==> config.mk <==
export PLATFORM = sky130hd
export DESIGN_NAME = mc_ctrl
export DESIGN_NICKNAME = d
export VERILOG_FILES = /design/src/rtl/mc_ctrl.sv
export SDC_FILE = /design/constraint.sdc
export NUM_CORES = 1
export LEC_CHECK = 0
export CORE_MARGIN = 3
export CORE_UTILIZATION = 47
export DETAILED_ROUTE_END_ITERATION = 10
export HOLD_SLACK_MARGIN = 0.05
export PLACE_DENSITY = 0.85
export SLEW_MARGIN = 20
export SYNTH_ARGS = -nofsm -noshare
export SYNTH_HDL_FRONTEND = slang
export SYNTH_SLANG_ARGS = --single-unit
==> constraint.sdc <==
create_clock -name clk -period 2.1 [get_ports clk]
set_input_delay 0.315 -clock clk [delete_from_list [all_inputs] [get_ports clk]]
set_output_delay 0.315 -clock clk [all_outputs]
set_load 0.05 [all_outputs]
==> src/rtl/mc_ctrl.sv <==
// Multicycle control sequencer for an RV32I core.
// Steps each instruction through FETCH/DECODE/EXEC/MEM/WB and drives the
// datapath strobes, the memory handshake, the mux selects and the one-hot
// immediate-extender select. It counts retired instructions and traps on
// illegal encodings or memory requests that are not acknowledged in time.
module mc_ctrl #(
  parameter int unsigned INSTRET_W   = 32,
  parameter int unsigned MEM_TIMEOUT = 255
) (
  input  logic                 clk,
  input  logic                 reset,
  input  logic [6:0]           opcode,
  input  logic [2:0]           funct3,
  input  logic [6:0]           funct7,
  input  logic                 br_taken,
  input  logic                 mem_ack,
  output logic                 mem_req,
  output logic                 mem_we,
  output logic                 mem_addr_sel,
  output logic                 ir_write,
  output logic                 pc_write,
  output logic [1:0]           npc_sel,
  output logic                 reg_write,
  output logic [1:0]           wd_sel,
  output logic [5:0]           ext_op,
  output logic                 alu_src_a,
  output logic                 alu_src_b,
  output logic [1:0]           alu_mode,
  output logic                 trap,
  output logic [1:0]           trap_cause,
  output logic [2:0]           state_o,
  output logic [INSTRET_W-1:0] instret
);

  // Wait counter only has to reach MEM_TIMEOUT before the trap fires.
  localparam int unsigned WAIT_W = (MEM_TIMEOUT > 0) ? $clog2(MEM_TIMEOUT + 1) : 1;
  localparam logic [WAIT_W-1:0] WAIT_MAX = WAIT_W'(MEM_TIMEOUT);

  typedef enum logic [2:0] {
    S_IDLE   = 3'd0,
    S_FETCH  = 3'd1,
    S_DECODE = 3'd2,
    S_EXEC   = 3'd3,
    S_MEM    = 3'd4,
    S_WB     = 3'd5,
    S_TRAP   = 3'd6
  } state_t;

  typedef enum logic [3:0] {
    C_NONE, C_R, C_IALU, C_LOAD, C_STORE, C_BRANCH, C_JAL, C_JALR, C_LUI, C_AUIPC
  } iclass_t;

  state_t            state;
  iclass_t           iclass;
  logic [WAIT_W-1:0] wait_cnt;
  logic              is_shift;
  logic              shift_ok;
  logic              legal;
  logic              mem_phase;
  logic              timed_out;
  logic [5:0]        ext_sel;

  // Instruction class from the IR opcode; the IR is stable from DECODE to WB.
  always_comb begin
    // NOTE: every variable written in always_comb gets a default first so no
    // path can leave it unassigned and infer a latch.
    iclass = C_NONE;
    case (opcode)
      7'b0110011: iclass = C_R;
      7'b0010011: iclass = C_IALU;
      7'b0000011: iclass = C_LOAD;
      7'b0100011: iclass = C_STORE;
      7'b1100011: iclass = C_BRANCH;
      7'b1101111: iclass = C_JAL;
      7'b1100111: iclass = C_JALR;
      7'b0110111: iclass = C_LUI;
      7'b0010111: iclass = C_AUIPC;
      default:    iclass = C_NONE;
    endcase
  end

  // Immediate shifts carry funct7; only SRAI may use 0100000.
  assign is_shift  = (iclass == C_IALU) && (funct3 == 3'b001 || funct3 == 3'b101);
  assign shift_ok  = (funct7 == 7'b0000000) || (funct7 == 7'b0100000 && funct3 == 3'b101);
  assign legal     = (iclass != C_NONE) && (!is_shift || shift_ok);

  // A request times out when the final allowed cycle passes without ack.
  assign mem_phase = (state == S_FETCH) || (state == S_MEM);
  assign timed_out = (MEM_TIMEOUT != 0) && mem_phase && !mem_ack && (wait_cnt == WAIT_MAX);

  // One-hot extender select, only meaningful while an instruction is in flight.
  always_comb begin
    ext_sel = 6'b000000;
    case (iclass)
      C_IALU:           ext_sel = is_shift ? 6'b100000 : 6'b010000;
      C_LOAD, C_JALR:   ext_sel = 6'b010000;
      C_STORE:          ext_sel = 6'b001000;
      C_BRANCH:         ext_sel = 6'b000100;
      C_LUI, C_AUIPC:   ext_sel = 6'b000010;
      C_JAL:            ext_sel = 6'b000001;
      default:          ext_sel = 6'b000000;
    endcase
    ext_op = 6'b000000;
    if (state == S_DECODE || state == S_EXEC || state == S_MEM || state == S_WB)
      ext_op = ext_sel;
  end

  // Datapath strobes and selects; ack-dependent strobes fire in the ack cycle.
  always_comb begin
    mem_req      = 1'b0;
    mem_we       = 1'b0;
    mem_addr_sel = 1'b0;
    ir_write     = 1'b0;
    pc_write     = 1'b0;
    npc_sel      = 2'b00;
    reg_write    = 1'b0;
    wd_sel       = 2'b00;
    alu_src_a    = 1'b0;
    alu_src_b    = 1'b0;
    alu_mode     = 2'b00;
    case (state)
      S_FETCH: begin
        mem_req  = 1'b1;
        ir_write = mem_ack;
      end
      S_EXEC: begin
        case (iclass)
          C_R:              alu_mode  = 2'b10;
          C_IALU: begin
            alu_src_b = 1'b1;
            alu_mode  = 2'b10;
          end
          C_LOAD, C_STORE,
          C_LUI:            alu_src_b = 1'b1;
          C_AUIPC: begin
            alu_src_a = 1'b1;
            alu_src_b = 1'b1;
          end
          C_BRANCH: begin
            alu_mode = 2'b01;
            pc_write = 1'b1;
            npc_sel  = br_taken ? 2'b01 : 2'b00;
          end
          default: ;
        endcase
      end
      S_MEM: begin
        mem_req      = 1'b1;
        mem_addr_sel = 1'b1;
        mem_we       = (iclass == C_STORE);
        pc_write     = mem_ack && (iclass == C_STORE);
      end
      S_WB: begin
        reg_write = 1'b1;
        pc_write  = 1'b1;
        case (iclass)
          C_LOAD:  wd_sel = 2'b01;
          C_JAL,
          C_JALR:  wd_sel = 2'b10;
          default: wd_sel = 2'b00;
        endcase
        case (iclass)
          C_JAL:   npc_sel = 2'b10;
          C_JALR:  npc_sel = 2'b11;
          default: npc_sel = 2'b00;
        endcase
      end
      default: ;
    endcase
  end

  assign state_o = state;

  // Sequencer state, wait counter, sticky trap and retired-instruction count.
  always_ff @(posedge clk or posedge reset) begin
    // NOTE: sequential state uses non-blocking assignments so every register
    // samples the pre-edge values regardless of statement order.
    if (reset) begin
      state      <= S_IDLE;
      wait_cnt   <= '0;
      instret    <= '0;
      trap       <= 1'b0;
      trap_cause <= 2'b00;
    end else begin
      // Cleared whenever a request is not pending, so it starts at 0 on entry.
      wait_cnt <= '0;
      if (pc_write)
        instret <= instret + INSTRET_W'(1);
      case (state)
        S_IDLE:   state <= S_FETCH;
        S_FETCH: begin
          if (mem_ack) begin
            state <= S_DECODE;
          end else if (timed_out) begin
            state      <= S_TRAP;
            trap       <= 1'b1;
            trap_cause <= 2'b10;
          end else begin
            wait_cnt <= wait_cnt + WAIT_W'(1);
          end
        end
        S_DECODE: begin
          if (legal) begin
            state <= S_EXEC;
          end else begin
            state      <= S_TRAP;
            trap       <= 1'b1;
            trap_cause <= 2'b01;
          end
        end
        S_EXEC: begin
          case (iclass)
            C_BRANCH:        state <= S_FETCH;
            C_LOAD, C_STORE: state <= S_MEM;
            default:         state <= S_WB;
          endcase
        end
        S_MEM: begin
          if (mem_ack) begin
            state <= (iclass == C_STORE) ? S_FETCH : S_WB;
          end else if (timed_out) begin
            state      <= S_TRAP;
            trap       <= 1'b1;
            trap_cause <= 2'b10;
          end else begin
            wait_cnt <= wait_cnt + WAIT_W'(1);
          end
        end
        S_WB:     state <= S_FETCH;
        S_TRAP:   state <= S_TRAP;
        default:  state <= S_IDLE;
      endcase
    end
  end

endmodule

==> flow_summary_export.csv <==
group,metric,value,unit
status,status,"finished clean",
timing,fin_crit,2.00,ns
die,row_count,26,
timing,slew_headroom,58.6,%
routing,first_pass_iters,4,
setup_path,cpMaxStageDelayCell,"clkdlybuf4s50_1",
global_route,grt_pass1_wl,12.7,mm
cts,cts_tree,"yes",
finish,antenna_cells,0,
timing,worstMarginPinSlew,0.620,ns
synthesis,synth_top_area_cell,"dfrtp_1",
synthesis,synth_area_leaders,"dfrtp_1, xor2_1, xnor2_1, nor2_1, nand2_1",
timing,fmax,0.499,GHz
setup_path,cp-end-kind,"primary output",
routing,final_antenna_net_count,0,
placed_design,port_buffers,78,
setup_path,r2r-end,"instret[31]$_DFFE_PP0P_",
routing,drt_iter0_markers,181,
synthesis,synth-edff-count,0,
finish,fillers,293,
cts,htree_levels,2,
cts,clkTransAtPathRegs,0.09,ns
synthesis,syn-num-nets,286,
global_route,grt_start_max_net_pins,47,
synthesis,synth_area_per_cell,9.75,um^2
timing,hold_viol,0,
setup_path,crit_buf_inv,2,
finish,final_area,0.00416,mm^2
timing,rsz0062_at_grt,"false",
pwr,power.leakage,1.83,nW
global_route,grtUsageMet3,4.51,%
flow_run,drv_cap,0,
synthesis,yosys-top-cells-count,"dfrtp_1, nor2_1, xor2_1",
synthesis,synth.distinct_cells,47,
global_route,grt_overflow,0,
pwr,finalPower,0.00317,W
die,design.core.area,0.00517,mm^2
setup_path,critPathArrivalTime,1.69,ns
synthesis,ys_seq_area_share,45.1,%
setup_path,worstSetupStartpointType,"flip-flop",
setup_path,slowest_delay,0.80,ns
setup_path,worstPathMaxFanout,9,
cts,clkLatencyLatePin,0.30,ns
timing,finalSetupTns,0,ns
timing,slew_violations,0,
routing,wl_per_cell,17.5,um
finish,fin_cells,444,
global_route,grt_usage,25.4,%
min_path,hp-class,"input port to asynchronous set/reset pin",
global_route,met1_usage,32.0,%
pwr,power_density,761,mW/mm^2
die,die-area,0.00636,mm^2
synthesis,ys_dominant_reg_cell,"dfrtp_1",
global_route,busiest_layer,"met2",
timing,fin_skew,0.0118,ns
setup_path,timing.rr.start,"state_o[1]$_DFF_PP0_",
global_route,antenna_found_initial,0,
placed_design,post-dp-hpwl,5.43,mm
synthesis,synth_top_area_share,45.1,%
placed_design,place_inst,431,
synthesis,ys_async_sr_fraction,100,%
routing,wirelength,7.78,mm
synthesis,syn_inst,262,
synthesis,synth_most_common_cell,"dfrtp_1",
die,die_w,79.7,um
synthesis,synthesis.area,0.00255,mm^2
finish,utilization,80.5,%
synthesis,synth-seq-cells,46,
cts,clk_path_buf_depth,2,
global_route,use_met2,43.8,%
cts,clock_sinks,46,
placed_design,placed_area,0.00391,mm^2
setup_path,r2r_cells,8,
setup_path,worst-setup-path-type,"flip-flop to primary output",
pwr,ir_drop,0.000753,V
setup_path,crit_required,1.78,ns
cts,cts_made_buffers,5,
global_route,grt_pass1_vias,2601,
timing,setup_viol,0,
setup_path,path_cells,"buf_6 > clkdlybuf4s50_1",
cts,cts-root-buf,"clkbuf_8",
placed_design,place_congestion,0.890,
setup_path,worst_path_dominant_cell_family,"buffers and inverters",
setup_path,regToRegSetupSlack,0.14,ns
timing,period_share,95.4,%
routing,viasPerCell,5.65,
die,initial_core_util,49.4,%
die,io-pin-count,79,
finish,drive_gt1_share,27.3,%
synthesis,ys_warn_count,0,
finish,nets,397,
routing,drc,0,
routing,vias,2508,
cts,hold_buffers,0,
die,die_y,79.7,um
finish,areaGrowthSynthToFinish,62.9,%
## state kept, by name (all words and copies together) (netlist names)
register,flops
instret,32
wait_cnt,8
trap_cause,2
state_o,3
trap,1
## logic make-up after synthesis
family	share of synthesized area [%]
simple gates	31.0
flops	45.1
compound gates	5.98
fa+ha+maj	1.47
xor+xnor	12.7
buf+inv	3.33
mux	0.441
## cells in the final DEF, fill, tap and decap left out, drive strengths merged, types with 3 or more instances in the layout
| cell type | n |
|---|---|
| and3 | 6 |
| buf | 54 |
| clkbuf | 6 |
| clkdlybuf4s50 | 51 |
| dfrtp | 46 |
| dlygate4sd2 | 3 |
| dlymetal6s2s | 4 |
| ha | 3 |
| inv | 10 |
| nand2 | 22 |
| nand2b | 7 |
| nand3 | 16 |
| nand3b | 3 |
| nand4 | 11 |
| nor2 | 26 |
| nor2b | 3 |
| nor3 | 16 |
| nor4 | 12 |
| nor4b | 3 |
| xnor2 | 14 |
| xor2 | 23 |
## how the worst max path moves through the flow
stage / startpoint / endpoint / depth (start not counted)
2_1_floorplan: opcode[6] / mem_we / 5
3_3_place_gp: opcode[4] / pc_write / 7
3_5_place_dp: opcode[1] / instret[26]$_DFFE_PP0P_ / 6
4_1_cts: opcode[4] / pc_write / 7
5_1_grt: state_o[1]$_DFF_PP0_ / npc_sel[0] / 6
6_report: state_o[1]$_DFF_PP0_ / state_o[1] / 2
## layout make-up
class,instances,area (um^2),share of cell area (%)
Sequential cell,46,1150,27.8
Timing Repair Buffer,112,1250,30.1
Multi-Input combinational cell,198,1520,36.4
Tap cell,70,87.6,2.10
Inverter,10,40.0,0.962
Clock buffer,6,72.6,1.74
Clock inverter,2,37.5,0.902
## per-stage QoR
stage / setup slack (ns) / hold WS [ns]
final: 0.0958 / 0.351
after global routing: 0.00706 / 0.385
after CTS: 0.00494 / 0.358
after detailed placement: -0.181 / 0.484
after global placement: -0.108 / 0.459
after floorplan: -0.294 / 0.455
## metal layers
metal,wire length [um],vias to the layer above
li1,-,1155
met1,3110,1226
met2,4140,107
met3,382,20
met4,157,0
met5,0,-
## worst reg2reg max path, stage by stage, from the launching register on
cell     delay [ns]
dfrtp_2        0.46
inv_4          0.10
ha_4           0.15
nand3_4        0.09
o22a_1         0.23
buf_12         0.14
buf_4          0.16
nor4_1         0.35
xor2_1         0.20
## report_power, final
| part | leakage [nW] | switching [W] | internal [W] | total (W) |
|---|---|---|---|---|
| registers | 0.604 | 0.000127 | 0.000972 | 0.00110 |
| clock network | 0.0514 | 0.000294 | 0.000355 | 0.000649 |
| logic | 1.17 | 0.000855 | 0.000564 | 0.00142 |
## what timing repair did
| item | CTS | global route |
|---|---|---|
| resized for setup | 12 | 16 |
| buffers inserted | 3 | 2 |
| endpoints found under the setup margin | 6 | 22 |
| pin swaps | 4 | 6 |
Power figures use the tool's default switching activity.
